## config.mk

```make
export PLATFORM = sky130hd
export DESIGN_NAME = gpio_pad_ctrl
export DESIGN_NICKNAME = d
export VERILOG_FILES = /design/src/rtl/gpio_pad_pkg.sv /design/src/rtl/gpio_pad_sync_db.sv /design/src/rtl/gpio_pad_ctrl.sv
export SDC_FILE = /design/constraint.sdc
export NUM_CORES = 1
export LEC_CHECK = 0
export CORE_MARGIN = 4
export CORE_UTILIZATION = 30
export DETAILED_ROUTE_END_ITERATION = 12
export GPL_TIMING_DRIVEN = 0
export PLACE_DENSITY = 0.53
export SYNTH_ARGS = -nofsm -noshare
export SYNTH_HDL_FRONTEND = slang
export SYNTH_SLANG_ARGS = --single-unit
```

## constraint.sdc

```tcl
create_clock -name clk_i -period 1.2 [get_ports clk_i]
set_input_delay 0.3 -clock clk_i [delete_from_list [all_inputs] [get_ports clk_i]]
set_output_delay 0.3 -clock clk_i [all_outputs]
set_load 0.03 [all_outputs]
```

## src/rtl/gpio_pad_pkg.sv

```systemverilog
// Shared constants for the GPIO pad controller:
// register word indices, reset values and bus width.
package gpio_pad_pkg;

  localparam int RDATA_W = 32;

  localparam logic [2:0] IDX_OUT  = 3'd0;
  localparam logic [2:0] IDX_DIR  = 3'd1;
  localparam logic [2:0] IDX_ODRN = 3'd2;
  localparam logic [2:0] IDX_IN   = 3'd3;
  localparam logic [2:0] IDX_RISE = 3'd4;
  localparam logic [2:0] IDX_FALL = 3'd5;
  localparam logic [2:0] IDX_PEND = 3'd6;
  localparam logic [2:0] IDX_RSVD = 3'd7;

  localparam logic [RDATA_W-1:0] REG_RST  = '0;
  localparam logic [RDATA_W-1:0] PADT_RST = '1;

endpackage

```

## src/rtl/gpio_pad_sync_db.sv

```systemverilog
// Pad input conditioning: 2-FF synchroniser, optional tick debounce.
// Ports: clk_i, rstn_i, pad_i (async pad levels), filt_o (clean levels).
module gpio_pad_sync_db
  import gpio_pad_pkg::*;
#(
  parameter int WIDTH     = 8,
  parameter int DB_CYCLES = 0,
  parameter int DB_W      = 16
) (
  input  logic             clk_i,
  input  logic             rstn_i,
  input  logic [WIDTH-1:0] pad_i,
  output logic [WIDTH-1:0] filt_o
);

  logic [WIDTH-1:0] s1_q;
  logic [WIDTH-1:0] s2_q;

  always_ff @(posedge clk_i or negedge rstn_i) begin
    if (!rstn_i) begin
      s1_q <= REG_RST[WIDTH-1:0];
      s2_q <= REG_RST[WIDTH-1:0];
    end else begin
      s1_q <= pad_i;
      s2_q <= s1_q;
    end
  end

  if (DB_CYCLES == 0) begin : g_bypass
    assign filt_o = s2_q;
  end else begin : g_db
    localparam logic [DB_W-1:0] LAST = DB_W'(DB_CYCLES - 1);

    logic [DB_W-1:0]  cnt_q;
    logic [DB_W-1:0]  cnt_d;
    logic             tick;
    logic [WIDTH-1:0] samp_q;
    logic [WIDTH-1:0] filt_q;
    logic [WIDTH-1:0] filt_d;
    logic [WIDTH-1:0] agree;

    assign tick  = (cnt_q == LAST);
    assign cnt_d = tick ? '0 : cnt_q + DB_W'(1);

    // A pin follows the pad only when this tick's sample
    // matches the previous tick's sample.
    assign agree  = ~(samp_q ^ s2_q);
    assign filt_d = (agree & s2_q) | (~agree & filt_q);

    always_ff @(posedge clk_i or negedge rstn_i) begin
      if (!rstn_i) begin
        cnt_q  <= '0;
        samp_q <= REG_RST[WIDTH-1:0];
        filt_q <= REG_RST[WIDTH-1:0];
      end else begin
        cnt_q <= cnt_d;
        if (tick) begin
          samp_q <= s2_q;
          filt_q <= filt_d;
        end
      end
    end

    assign filt_o = filt_q;
  end

endmodule

```

## src/rtl/gpio_pad_ctrl.sv

```systemverilog
// GPIO pad controller: register file, tri-state drive, edge IRQs.
// Ports: clk/rstn, 1-cycle-ack bus, pad_t/pad_i to buffer, pad_o from it, irq.
module gpio_pad_ctrl
  import gpio_pad_pkg::*;
#(
  parameter int WIDTH     = 8,
  parameter int DB_CYCLES = 0,
  parameter int DB_W      = 16
) (
  input  logic               clk_i,
  input  logic               rstn_i,
  input  logic               bus_req_i,
  input  logic               bus_we_i,
  input  logic [2:0]         bus_addr_i,
  input  logic [31:0]        bus_wdata_i,
  output logic [RDATA_W-1:0] bus_rdata_o,
  output logic               bus_ack_o,
  output logic [WIDTH-1:0]   pad_t_o,
  output logic [WIDTH-1:0]   pad_i_o,
  input  logic [WIDTH-1:0]   pad_o_i,
  output logic               irq_o
);

  logic [WIDTH-1:0] out_q, out_d;
  logic [WIDTH-1:0] dir_q, dir_d;
  logic [WIDTH-1:0] odrn_q, odrn_d;
  logic [WIDTH-1:0] rise_q, rise_d;
  logic [WIDTH-1:0] fall_q, fall_d;
  logic [WIDTH-1:0] pend_q, pend_d;
  logic [WIDTH-1:0] prev_q;
  logic [WIDTH-1:0] pad_t_q, pad_i_q;
  logic [WIDTH-1:0] filt, clr, set, wdat;
  logic [RDATA_W-1:0] rdata_q, rdata_d, rd;
  logic ack_q, irq_q, wr;
  logic unused_wdata;

  gpio_pad_sync_db #(
    .WIDTH    (WIDTH),
    .DB_CYCLES(DB_CYCLES),
    .DB_W     (DB_W)
  ) u_sync (
    .clk_i (clk_i),
    .rstn_i(rstn_i),
    .pad_i (pad_o_i),
    .filt_o(filt)
  );

  assign wr           = bus_req_i & bus_we_i;
  assign wdat         = bus_wdata_i[WIDTH-1:0];
  assign unused_wdata = ^bus_wdata_i;

  always_comb begin
    out_d  = out_q;
    dir_d  = dir_q;
    odrn_d = odrn_q;
    rise_d = rise_q;
    fall_d = fall_q;
    clr    = '0;
    if (wr) begin
      unique case (bus_addr_i)
        IDX_OUT:  out_d  = wdat;
        IDX_DIR:  dir_d  = wdat;
        IDX_ODRN: odrn_d = wdat;
        IDX_RISE: rise_d = wdat;
        IDX_FALL: fall_d = wdat;
        IDX_PEND: clr    = wdat;
        default:  ;
      endcase
    end
  end

  // A new edge beats a simultaneous write-1-to-clear.
  assign set    = (filt & ~prev_q & rise_q)
                | (~filt & prev_q & fall_q);
  assign pend_d = (pend_q & ~clr) | set;

  always_comb begin
    rd = '0;
    unique case (bus_addr_i)
      IDX_OUT:  rd[WIDTH-1:0] = out_q;
      IDX_DIR:  rd[WIDTH-1:0] = dir_q;
      IDX_ODRN: rd[WIDTH-1:0] = odrn_q;
      IDX_IN:   rd[WIDTH-1:0] = filt;
      IDX_RISE: rd[WIDTH-1:0] = rise_q;
      IDX_FALL: rd[WIDTH-1:0] = fall_q;
      IDX_PEND: rd[WIDTH-1:0] = pend_q;
      default:  rd = '0;
    endcase
  end

  assign rdata_d = (bus_req_i & ~bus_we_i) ? rd : '0;

  always_ff @(posedge clk_i or negedge rstn_i) begin
    if (!rstn_i) begin
      out_q   <= REG_RST[WIDTH-1:0];
      dir_q   <= REG_RST[WIDTH-1:0];
      odrn_q  <= REG_RST[WIDTH-1:0];
      rise_q  <= REG_RST[WIDTH-1:0];
      fall_q  <= REG_RST[WIDTH-1:0];
      pend_q  <= REG_RST[WIDTH-1:0];
      prev_q  <= REG_RST[WIDTH-1:0];
      pad_t_q <= PADT_RST[WIDTH-1:0];
      pad_i_q <= REG_RST[WIDTH-1:0];
      rdata_q <= REG_RST;
      ack_q   <= 1'b0;
      irq_q   <= 1'b0;
    end else begin
      out_q   <= out_d;
      dir_q   <= dir_d;
      odrn_q  <= odrn_d;
      rise_q  <= rise_d;
      fall_q  <= fall_d;
      pend_q  <= pend_d;
      prev_q  <= filt;
      // Open-drain pins release the pad instead of driving high.
      pad_t_q <= ~dir_d | (odrn_d & out_d);
      pad_i_q <= out_d;
      rdata_q <= rdata_d;
      ack_q   <= bus_req_i;
      irq_q   <= |pend_q;
    end
  end

  assign bus_rdata_o = rdata_q;
  assign bus_ack_o   = ack_q;
  assign pad_t_o     = pad_t_q;
  assign pad_i_o     = pad_i_q;
  assign irq_o       = irq_q;

endmodule

```

Word-level counts from Yosys, hierarchy flattened
Index checks and enable logic that the tools add are counted.
Word-level totals
  register bits after elaboration: 90
  output and inout bits: 50
  word-level logic and storage cells: 49
Cells by class
  equal/unequal tests: 6
  mux-type cells: 10
  bitwise logic cells: 16
  reduce and logical (&&, ||, !) cells: 4
Operators with widths (number)
  $mux 8: 9
  $pmux 8 s7: 1
  $and 8x8->8: 6
  $not 8->8: 4
  $or 8x8->8: 3
  $eq 3x3->1 const B: 3
  $reduce_or 8->1: 1
  $eq 3x2->1 const B: 2
  $reduce_and 2->1: 2
  $eq 3x1->1 const B: 1
  $logic_not 3->1: 1
  $and 1x1->1: 2
  $not 1->1: 1

Logic depth before layout (Yosys ltp)
  word-level depth: 6
  depth in mapped cells: 6
  mapped depth without buffers: 4

Cells and area by module
From an unflattened synthesis, not the netlist that was laid out.
Second synthesis, totals
  cell total of the unflattened synthesis: 319
  area total of the unflattened synthesis: 3960.0 sq um
By module, submodules not included
  gpio_pad_ctrl: instances 1, cells each 303, area an instance 3559.7 sq um, sequential area each 1861.8 sq um
  gpio_pad_sync_db: instances 1, cells each 16, area an instance 400.4 sq um, sequential area each 400.4 sq um

Worst setup path after synthesis
OpenSTA, ideal clock, no wires.
  path kind: input to register
  from: in bus_addr_i[1]
  to: reg pend_q[0]
  library setup time: 0.132 ns
  data arrival time: 1.240 ns
  slack: -0.172 ns
  cell stages on the path: 6
  path through: buf_2 -> inv_2 -> or3_1 -> clkbuf_1 -> o21ai_0 -> o211ai_1
On the way
  longest elaborated chain between the ends: 6
RTL lines
  start: declaration: line gpio_pad_ctrl.sv:14  | input logic [2:0] bus_addr_i,
  $eq 3x3->1: line gpio_pad_ctrl.sv:60  | unique case (bus_addr_i)
  $mux 8: line gpio_pad_ctrl.sv:60
  $mux 8: line gpio_pad_ctrl.sv:59  | if (wr) begin
  $not 8->8: line gpio_pad_ctrl.sv:75  | assign pend_d = (pend_q & ~clr) | set;
  $and 8x8->8: line gpio_pad_ctrl.sv:75
  $or 8x8->8: line gpio_pad_ctrl.sv:75
  net pend_d[0]: line gpio_pad_ctrl.sv:29  | logic [WIDTH-1:0] pend_q, pend_d;
  end signal: assignment: line gpio_pad_ctrl.sv:100  | pend_q <= REG_RST[WIDTH-1:0];
  end signal: assignment: line gpio_pad_ctrl.sv:113  | pend_q <= pend_d;
  end: declaration: line gpio_pad_ctrl.sv:29
The timed path passes the listed nets, and every way through them passes these cells.
A chain may end at the register's enable or synchronous reset.

Final worst setup path
  from: reg pad_t_q[5], in the netlist pad_t_o[5]
  to: out pad_t_o[5]
RTL lines
  start: declaration: line gpio_pad_ctrl.sv:31  | logic [WIDTH-1:0] pad_t_q, pad_i_q;
  start signal: assignment: line gpio_pad_ctrl.sv:102  | pad_t_q <= PADT_RST[WIDTH-1:0];
  start signal: assignment: line gpio_pad_ctrl.sv:116  | pad_t_q <= ~dir_d | (odrn_d & out_d);
  end: declaration: line gpio_pad_ctrl.sv:18  | output logic [WIDTH-1:0] pad_t_o,
No word-level cell between the ends.

==> impl_metrics.json <==
{
  "synth-simple-area-share": 0.1085,
  "path_delay_family": "flip-flops",
  "die_width_um": 123.2,
  "critPathRequiredTime_ns": 0.90,
  "ctsLongestPathBuffers": 2,
  "post_drt_wl_per_cell_um": 17.79,
  "antenna_found_initial": 0,
  "numPortBuffers": 47,
  "nFillCells": 1237,
  "setup_viol": 9,
  "die_h_um": 123.2,
  "synthToLayoutAreaGrowth_pct": 37.98,
  "ys_warn_count": 0,
  "grt_usage": 0.1473,
  "drv_cap": 0,
  "peakVddDrop_uv": 859.6,
  "dominantRegCellSynth": "dfrtp_1",
  "cp_slowest_cell": "dfstp_2",
  "power_leakage_uw": 0.002464,
  "max_stage_delay_ns": 0.53,
  "drive_gt1_frac": 0.3643,
  "via_count": 2865,
  "hold_violations": 34,
  "fin_crit_sh": 1.080,
  "drc": 0,
  "ant_nets": 0,
  "final_nets": 484,
  "top_level_ports": 97,
  "design_area_sq_um": 5492,
  "layout_setup_ws_ns": -0.09629,
  "maxSlewViolCount": 0,
  "critPathLaunchType": "register",
  "cp.buffers_inverters": 1,
  "synth_top_family_by_area": "multiplexers",
  "cts-root-buf": "clkbuf_16",
  "synth_compound_area_frac": 0.1138,
  "tightestPinTransition_ns": 0.5404,
  "cts_buffers": 9,
  "clock-sinks": 90,
  "grt-ovfl-total": 0,
  "start_util": 0.3103,
  "grt_pass1_wl_um": 16610,
  "drt-total-wl_um": 10930,
  "status": "finished with violations",
  "fin_crit_ns": 1.296,
  "syn_inst": 335,
  "slew_headroom": 0.6397,
  "synth_top_area_frac": 0.5156,
  "cp.arrival_ns": 1.00,
  "clkSlewWorstSetupHoldPaths_ns": 0.07,
  "fmax_ghz": 0.7714,
  "syn_area_per_cell_sq_um": 11.88,
  "setup.worst_path.end_class": "output port",
  "yosysSeqAreaShare": 0.5684,
  "htreeDepth": 3,
  "drt-initial-drc-count": 136,
  "finalSetupTns_ns": -0.7043,
  "r2r_setup_slack_ns": 0.05,
  "yosys-mux-area-fraction": 0.1327,
  "cellPowerDensity_nw_per_um2": 1654,
  "post-synth-top-count-cell": "dfrtp_1",
  "grt_max_degree": 53,
  "grt_pass1_vias": 3055,
  "ys_ff_latch": 90,
  "diodes": 0,
  "die-area_sq_um": 15170,
  "coreArea_sq_um": 12820,
  "vias_per_cell": 4.666,
  "dpl_cell_area_sq_um": 4903,
  "clock_skew_ns": 0.008376,
  "synth_commonest_cells": "dfrtp_1, nand2_1, mux2_2",
  "gp_congestion": 0.8142,
  "fp-row-count": 41,
  "syn_area_sq_um": 3980,
  "path_cells": "buf_6",
  "hold_ws_ns": -0.06100,
  "power_uw": 9084,
  "crit_path_max_fanout": 1,
  "ys_top_cells_by_area": "dfrtp_1, mux2_2, dfstp_2, mux2i_1, buf_4",
  "setup.worst_path.class": "reg2out",
  "synth_fa_ha_area_frac": 0,
  "cts_tree": "yes",
  "synth-xor-area-share": 0,
  "ys_types": 38,
  "insertion_delay_ns": 0.34,
  "dp_hpwl_um": 6903,
  "async_flop_share": 1.000,
  "hold_path_class": "in2async",
  "synth-edff-count": 0,
  "synth_top_area_cell": "dfrtp_1",
  "violations": "negative hold slack, negative setup slack",
  "rsz0062_at_grt": "yes",
  "firstDrtPassIters": 4
}
where the power goes:
part	leakage, uW	internal (uW)	switching [uW]	total, uW
clock	0.000149	1880	1180	3070
sequential	0.00107	3550	355	3910
combinational	0.00125	1020	1080	2110
area by class of cell:
type | instances | area (sq um) | share of cell area
tap | 172 | 215.2 | 0.03919
clock inverter | 4 | 75.07 | 0.01367
buffer | 40 | 351.6 | 0.06402
inverter | 9 | 41.29 | 0.007519
sequential | 90 | 2262 | 0.4119
timing repair buffer | 68 | 659.4 | 0.1201
multi-input combinational | 219 | 1640 | 0.2987
clock buffer | 12 | 246.5 | 0.04488
state kept, by name, summed over array words and instances, names as in the netlist, 8 cells and up:
signal / cells
bus_rdata_o: 8
dir_q: 8
fall_q: 8
odrn_q: 8
pad_i_o: 8
pad_t_o: 8
pend_q: 8
prev_q: 8
rise_q: 8
u_sync.filt_o: 8
u_sync.s1_q: 8
repair_timing:
item	4_1_cts	5_1_grt
setup buffers	16	2
cloned	1	1
setup endpoints to repair	90	33
resized for setup	192	20
hold endpoints to repair	34	34
pin swaps	5	2
cells by family after synthesis:
logic type	after synthesis
mux	49
buf+inv	49
flops	90
other cells	1
compound gates	69
simple gates	77
final timing paths:
| check | startpoint | to | cells after the start |
|---|---|---|---|
| min in group clk_i | bus_req_i | bus_ack_o | 1 |
| min | rstn_i | pad_i_o[4] | 1 |
| max reg2reg | pad_i_o[6] | bus_rdata_o[6] | 4 |
| max in group asynchronous | rstn_i | pad_t_o[2] | 2 |
| max | pad_t_o[5] | pad_t_o[5] | 1 |
| min reg2reg | u_sync.s1_q[3] | u_sync.filt_o[3] | 0 |
through the flow:
step	util	instances	setup slack, ns
finish	0.4282	614	-0.09629
global route	0.4282	614	-0.1218
CTS	0.4181	611	-0.1117
detailed placement	0.3823	578	-0.9888
global placement	0.3804	577	-3.611
floorplan	-	358	-0.1060
cell usage in the layout (no fill, tap or decap), types with 3 or more instances in the layout:
cell type	count
a21oi_1	6
a31oi_1	3
a32oi_1	5
buf_12	6
buf_2	15
buf_4	43
buf_6	21
clkbuf_1	3
clkbuf_16	10
clkbuf_8	3
clkdlybuf4s50_1	16
conb_1	24
dfrtp_1	82
dfstp_2	8
inv_1	8
mux2_2	14
mux2_4	16
mux2i_1	19
nand2_1	35
nand3_1	9
nand3b_1	16
o211ai_1	8
o21ai_0	6
o21ai_1	25
o311ai_1	5
o311ai_4	3
or3_1	3
routing by layer:
metal,up-vias,routed length [um],global-route usage
met5,-,0,0
met4,0,184,0.04775
met3,13,641,0.03843
met2,83,5364,0.2440
met1,1404,4735,0.1881
li1,1365,-,-
(Power assumes the default switching activity.)
